**src/rtl/stopwatch_ctrl.sv**
```systemverilog
// Stopwatch controller: start/stop, lap-freeze and clear on debounced button pulses; MM:SS.cc BCD out.
// Latency: DISP/RUNNING/LAPPED/WRAP are registered, valid the cycle after the deciding CLK edge.
// Backpressure: none; button pulses are single-cycle events consumed on the edge they arrive.
//
// Ports:
//   CLK      system clock (50 MHz)
//   RST      synchronous active-high reset, highest priority
//   BIN[2:0] one-cycle button pulses: [0] start/stop, [1] lap, [2] clear
//   DISP     6 BCD digits, MSB first: min tens, min ones, sec tens, sec ones, 1/10 s, 1/100 s
//   RUNNING  high while counting (RUN or LAP)
//   LAPPED   high in LAP; DISP is frozen on the lap register
//   WRAP     one-cycle pulse after the count rolls 59:59.99 -> 00:00.00
module stopwatch_ctrl #(
    parameter int unsigned CLK_DIV = 500000
) (
    input  logic        CLK,
    input  logic        RST,
    input  logic [2:0]  BIN,
    output logic [23:0] DISP,
    output logic        RUNNING,
    output logic        LAPPED,
    output logic        WRAP
);

    localparam int unsigned PW = (CLK_DIV > 1) ? $clog2(CLK_DIV) : 1;
    localparam logic [PW-1:0] PRESC_MAX = PW'(CLK_DIV - 1);

    typedef enum logic [1:0] {
        S_IDLE = 2'd0,
        S_RUN  = 2'd1,
        S_STOP = 2'd2,
        S_LAP  = 2'd3
    } state_t;

    state_t         state_q, state_d;
    logic [PW-1:0]  presc_q, presc_d;
    logic [23:0]    live_q, live_d;
    logic [23:0]    lap_q, lap_d;
    logic [23:0]    disp_q, disp_d;
    logic           running_q, running_d;
    logic           lapped_q, lapped_d;
    logic           wrap_q, wrap_d;

    logic           counting;
    logic           tick;
    logic           clear;
    logic [23:0]    live_inc;
    logic           c0, c1, c2, c3, c4, c5;

    // One BCD digit step. Any value at or above the digit limit rolls to 0
    // with carry, so a corrupted digit can never persist as non-BCD.
    function automatic logic [4:0] bcd_inc(input logic [3:0] dig,
                                           input logic [3:0] max_v,
                                           input logic       cin);
        logic [4:0] res;
        if (!cin) begin
            res = {1'b0, dig};
        end else if (dig >= max_v) begin
            res = {1'b1, 4'd0};
        end else begin
            res = {1'b0, dig + 4'd1};
        end
        return res;
    endfunction

    // Full ripple increment of the live count; applied only on tick.
    always_comb begin
        {c0, live_inc[3:0]}   = bcd_inc(live_q[3:0],   4'd9, 1'b1);
        {c1, live_inc[7:4]}   = bcd_inc(live_q[7:4],   4'd9, c0);
        {c2, live_inc[11:8]}  = bcd_inc(live_q[11:8],  4'd9, c1);
        {c3, live_inc[15:12]} = bcd_inc(live_q[15:12], 4'd5, c2);
        {c4, live_inc[19:16]} = bcd_inc(live_q[19:16], 4'd9, c3);
        {c5, live_inc[23:20]} = bcd_inc(live_q[23:20], 4'd5, c4);
    end

    assign counting = (state_q == S_RUN) || (state_q == S_LAP);
    assign tick     = counting && (presc_q == PRESC_MAX);
    assign clear    = (state_q == S_STOP) && BIN[2];

    // Next-state: buttons not listed for a state are ignored; earlier
    // entries in each branch win on simultaneous pulses.
    always_comb begin
        state_d = state_q;
        case (state_q)
            S_IDLE: begin
                if (BIN[0]) state_d = S_RUN;
            end
            S_RUN: begin
                if (BIN[0])      state_d = S_STOP;
                else if (BIN[1]) state_d = S_LAP;
            end
            S_LAP: begin
                if (BIN[0])      state_d = S_STOP;
                else if (BIN[1]) state_d = S_RUN;
            end
            S_STOP: begin
                if (BIN[2])      state_d = S_IDLE;
                else if (BIN[0]) state_d = S_RUN;
            end
            default: state_d = S_IDLE;
        endcase
    end

    // Datapath next values.
    always_comb begin
        // Prescaler holds in STOP so a resume keeps the sub-tick phase;
        // it is zeroed both in IDLE and on the edge that enters IDLE.
        presc_d = presc_q;
        if ((state_q == S_IDLE) || (state_d == S_IDLE)) begin
            presc_d = '0;
        end else if (counting) begin
            presc_d = tick ? '0 : presc_q + PW'(1);
        end

        // A tick on the edge that leaves RUN/LAP is still applied.
        live_d = live_q;
        if (clear) begin
            live_d = '0;
        end else if (tick) begin
            live_d = live_inc;
        end

        // Entering LAP captures the pre-increment count, i.e. what DISP
        // shows during the cycle the lap button is pressed.
        lap_d = lap_q;
        if (clear) begin
            lap_d = '0;
        end else if ((state_q == S_RUN) && (state_d == S_LAP)) begin
            lap_d = live_q;
        end

        disp_d    = (state_d == S_LAP) ? lap_d : live_d;
        running_d = (state_d == S_RUN) || (state_d == S_LAP);
        lapped_d  = (state_d == S_LAP);
        wrap_d    = tick && c5;
    end

    always_ff @(posedge CLK) begin
        if (RST) begin
            state_q   <= S_IDLE;
            presc_q   <= '0;
            live_q    <= '0;
            lap_q     <= '0;
            disp_q    <= '0;
            running_q <= 1'b0;
            lapped_q  <= 1'b0;
            wrap_q    <= 1'b0;
        end else begin
            state_q   <= state_d;
            presc_q   <= presc_d;
            live_q    <= live_d;
            lap_q     <= lap_d;
            disp_q    <= disp_d;
            running_q <= running_d;
            lapped_q  <= lapped_d;
            wrap_q    <= wrap_d;
        end
    end

    assign DISP    = disp_q;
    assign RUNNING = running_q;
    assign LAPPED  = lapped_q;
    assign WRAP    = wrap_q;

endmodule

```
**config.mk**
```make
export PLATFORM = sky130hd
export DESIGN_NAME = stopwatch_ctrl
export DESIGN_NICKNAME = d
export VERILOG_FILES = /design/src/rtl/stopwatch_ctrl.sv
export SDC_FILE = /design/constraint.sdc
export NUM_CORES = 1
export LEC_CHECK = 0
export CAP_MARGIN = 20
export CORE_MARGIN = 4
export CORE_UTILIZATION = 55
export DETAILED_ROUTE_END_ITERATION = 8
export PLACE_DENSITY = 0.79
export SLEW_MARGIN = 20
export SYNTH_ARGS = -nofsm -noshare
export SYNTH_HDL_FRONTEND = slang
export SYNTH_SLANG_ARGS = --single-unit
export TNS_END_PERCENT = 50
```
**constraint.sdc**
```tcl
create_clock -name CLK -period 7.04 [get_ports CLK]
set_input_delay 1.408 -clock CLK [delete_from_list [all_inputs] [get_ports CLK]]
set_output_delay 1.408 -clock CLK [all_outputs]
set_load 0.02 [all_outputs]
```
## Word level (Yosys, flattened, before mapping)

Cells that the tools add are included.

- Register bits after elaboration: 96
- Bits of input ports: 5
- Output and inout port bits: 27
- Logic and storage cells: 61

- Eq/ne operators: 6
- Reduce and logical (&&, ||, !) cells: 10
- Mux-type cells: 24
- Add/subtract/negate cells: 7
- Magnitude comparators: 6

Operator list:

| operator | count |
|---|---|
| 24-bit two-way mux | 5 |
| 5-bit two-way mux | 11 |
| 4-bit by 1-bit adder with 4-bit output (second input constant) | 6 |
| 19-bit by 1-bit adder with 19-bit output (second input constant) | 1 |
| 19-bit == test (second input constant) | 1 |
| 19-bit two-way mux | 1 |
| 4-bit greater-or-equal comparator (second input constant) | 4 |
| 2-bit two-way mux | 6 |
| 4-bit by 3-bit greater-or-equal comparator with 1-bit output (second input constant) | 2 |
| 2-bit one-hot mux with 4 select lines | 1 |
| 2-bit == test (second input constant) | 3 |
| 2-bit by 1-bit == test with 1-bit output (second input constant) | 2 |
| 1-bit logical AND | 4 |
| 2-bit logical NOT | 2 |
| 1-bit logical OR | 3 |
| 2-bit OR reduction | 1 |

## Logic depth before layout (Yosys ltp)

- Depth after elaboration: 10
- Depth in mapped cells: 9
- Mapped depth without buffers: 8

## Worst setup path before layout

No wires, ideal clock.

- Path type: input port to flip-flop
- From: input port BIN[0]
- To: register disp_q[14] (netlist: DISP[14])
- Data required time: 6.923 ns
- Slack: 4.035 ns
- Buffers on the path: 2
- Data arrival time: 2.888 ns
- Setup time: 0.117 ns
- Stages on the path: 7
- Cell sequence: nor2b_1 > and2_1 > clkbuf_1 > buf_1 > mux2i_1 > nor2_1 > o22a_1

- Longest elaborated chain between the ends: 8
- Elaborated cells on any way between the ends: 10
- Those cells by class: 1 x eq/ne; 8 x mux; 1 x reduce/logical

RTL lines:

| item | RTL line | RTL |
|---|---|---|
| start: declaration | 18 | `input logic [2:0] BIN,` |
| 2-bit two-way mux | 86, 98 |  |
| 2-bit two-way mux | 97 | `if (BIN[2]) state_d = S_IDLE;` |
| 2-bit one-hot mux with 4 select lines * | 84 | `case (state_q)` |
| 2-bit == test * | 128, 132 |  |
| 1-bit logical AND | 128 | `end else if ((state_q == S_RUN) && (state_d == S_LAP)) begin` |
| 24-bit two-way mux | 128 |  |
| 24-bit two-way mux | 126 | `if (clear) begin` |
| 24-bit two-way mux * | 132 | `disp_d = (state_d == S_LAP) ? lap_d : live_d;` |
| end signal: assignment | 153 | `disp_q <= disp_d;` |
| end: declaration | 39 | `logic [23:0] disp_q, disp_d;` |

Every way passes the cells marked *; elsewhere a longest branch is shown, timed or not.
A chain may end at the register's enable or synchronous reset.

## Worst setup path in the final report

- From: input port BIN[2]
- To: register disp_q[17] (netlist: DISP[17])

- Longest elaborated chain between the ends: 7
- Elaborated cells on any way between the ends: 9
- Those cells by class: 1 x eq/ne; 6 x mux; 2 x reduce/logical

RTL lines:

| item | RTL line |
|---|---|
| 2-bit two-way mux | 97 |
| 2-bit one-hot mux with 4 select lines | 84 |
| 2-bit == test | 128, 132 |
| 1-bit logical AND | 128 |
| 24-bit two-way mux | 128 |
| 24-bit two-way mux | 126 |
| 24-bit two-way mux * | 132 |

Marked as above.

==> flow_summary.ini <==
[synth]
ys_warn_count = 0
synth-seq-cells = 96
synth_cells = 453
syn-cell-area_um2 = 4120
synth_edf_count = 0
avgSynthCellArea_um2 = 9.10
synth-seq-area-share_pct = 46.6
async_flop_share_pct = 0
synth_top_flop_cell = dfxtp_1
syn-num-nets = 477
synthDistinctLibCells = 54

[finish]
fin_util_pct = 64.5
syn_to_final_growth_pct = 13.5
multi_input_area_um2 = 2040
drive_gt1_share_pct = 5.59
final_nets = 502
seqCellArea_um2 = 1920
nFillCells = 625
num_antenna_cells = 0

[place]
gp_congestion = 0.815
dpl.hpwl_mm = 5.80
io_buffer_count = 31

[timing]
post-route-period-util_pct = 51.1
finalSetupViolCount = 0
rsz0062_at_grt = no
relSlewSlack_pct = 39.0
slew_violations = 0
hold_viol = 0
fmax_ghz = 0.278
hold_ws_ns = 0.492
worstMarginPinSlew_ns = 0.915
finalClockSkew_ns = 0.0107
tns_ns = 0
min_period_ns = 3.60

[clock_network]
cts_tree = built
cts_buffer_depth = 2
ctsResizeCount = 0
root_buffer = clkbuf_8
clk_pin_slew_ns = 0.10
htree_levels = 3
cts_hold_buf = 0
clock_sinks = 96
numCtsBuffers = 9
clkLatencyLatePin_ns = 0.37
post-cts-setup-buffer-count = 0

[floorplanning]
rows = 31
die_x_um = 94.6
pin_count = 32
start_util_pct = 56.8
dieArea_um2 = 8950
die_height_um = 94.6
core_area_um2 = 7250

[global_routing]
grt_use_total_pct = 20.8
overflow = 0
grt_pass1_vias = 3165
grt_pass1_wl_mm = 14.6
antenna_found_initial = 0
grt_max_degree = 49

[critical_path]
required_ns = 7.31
critical_path_class = input port to flip-flop
worstPathMaxFanout = 48
cp-start-kind = input port
end_kind = flip-flop
arrival_ns = 3.87

[route]
dr_total_vias = 3189
dr.pass1.iters = 4
wl_mm = 8.36
routedWlPerCell_um = 14.4
ant_nets = 0
first_iter_violations = 230
vias_per_cell = 5.48
drc = 0

[status]
outcome = finished, final reports clean

[power_and_ir_drop]
fin_total_pwr_uw = 927
power_leakage_nw = 1.72
powerDensity_nw_per_um2 = 198
ir_worst_vdd_uv = 97.2

[run]
maxCapViolCount = 0

[worst_hold_path]
hp-class = flip-flop to flip-flop
## routing by layer
metal  vias to the layer above  global-route usage [%]  routed length (um)
met3                        15                    3.90                 384
met4                         0                    10.8                 172
met5                         -                       0                   0
li1                       1617                       -                   -
met1                      1484                    27.4                3880
met2                        73                    32.4                3920
## where the power goes
group	internal (mW)	leakage [nW]	switching (mW)	total [mW]
clock	0.131	0.0856	0.196	0.327
combinational	0.0175	0.862	0.0298	0.0473
sequential	0.547	0.774	0.00427	0.552
total	0.696	1.72	0.230	0.926
## worst paths after layout
path / from / to / slack, ns / cells after the start
worst max-delay path: BIN[2] / DISP[17] / 3.44 / 7
worst min-delay path: lap_q[17] / lap_q[17] / 0.49 / 2
worst max register to register: state_q[0] / DISP[20] / 3.90 / 6
worst min register to register: lap_q[17] / lap_q[17] / 0.49 / 2
## placed cells by master, fill, tap and decap left out, drive strengths merged, types with 11 or more instances in the layout
master	n
nand3	12
o21ai	17
ha	19
mux2i	26
clkdlybuf4s50	31
inv	20
xor2	11
a21oi	21
nor3	14
dfxtp	96
nor2	72
nand2	27
## registers in the layout (all words and copies together) (netlist names)
register	flops
DISP	24
lap_q	24
live_q	24
presc_q	19
state_q	2
LAPPED	1
RUNNING	1
WRAP	1
## final cells by class
| class | instances | share of cell area, % |
|---|---|---|
| Inverter | 20 | 1.60 |
| Sequential cell | 96 | 41.1 |
| Clock inverter | 7 | 1.26 |
| Timing Repair Buffer | 34 | 7.11 |
| Multi-Input combinational cell | 317 | 43.6 |
| Tap cell | 99 | 2.65 |
| Clock buffer | 9 | 2.65 |
## cells in the mapped netlist, drive strengths merged (5+ instances only)
library cell | instances | area [um^2]
or3 | 8 | 55.1
nor3 | 14 | 70.1
mux2i | 26 | 260
ha | 19 | 238
nand4 | 7 | 50.1
nor4 | 5 | 46.3
xnor2 | 7 | 61.3
clkbuf | 15 | 56.3
buf | 5 | 27.5
a21oi | 21 | 109
nand2 | 27 | 101
o31ai | 5 | 37.5
o21ai | 17 | 85.1
nand3 | 12 | 60.1
xor2 | 11 | 96.3
inv | 20 | 75.1
o21a | 10 | 75.1
and3 | 5 | 31.3
dfxtp | 96 | 1920
nor2 | 72 | 270
## logic make-up after synthesis
group	synth area share, %
AOI/OAI and AO/OA	12.4
muxes	6.86
xor gates and xnor gates	3.82
buffers and inverters	3.85
adders and majority gates	5.77
DFF	46.6
and+or+nand+nor	20.7
## critical path, stage by stage
cell and delay (ns):
clkdlybuf4s50_1 0.50, and3b_1 0.60, or2_2 0.84, nor2_1 0.11, nand2_1 0.11, mux2i_1 0.09, o21a_1 0.19
## metrics by stage
stage,instance area [um^2],worst slack [ns],instances
3_5_place_dp,4500,3.06,566
5_1_grt,4680,3.25,582
3_3_place_gp,4500,3.13,566
4_1_cts,4680,3.45,582
6_report,4680,3.44,582
2_1_floorplan,4120,4.04,453
No activity file was read; power rests on OpenSTA's default activity.
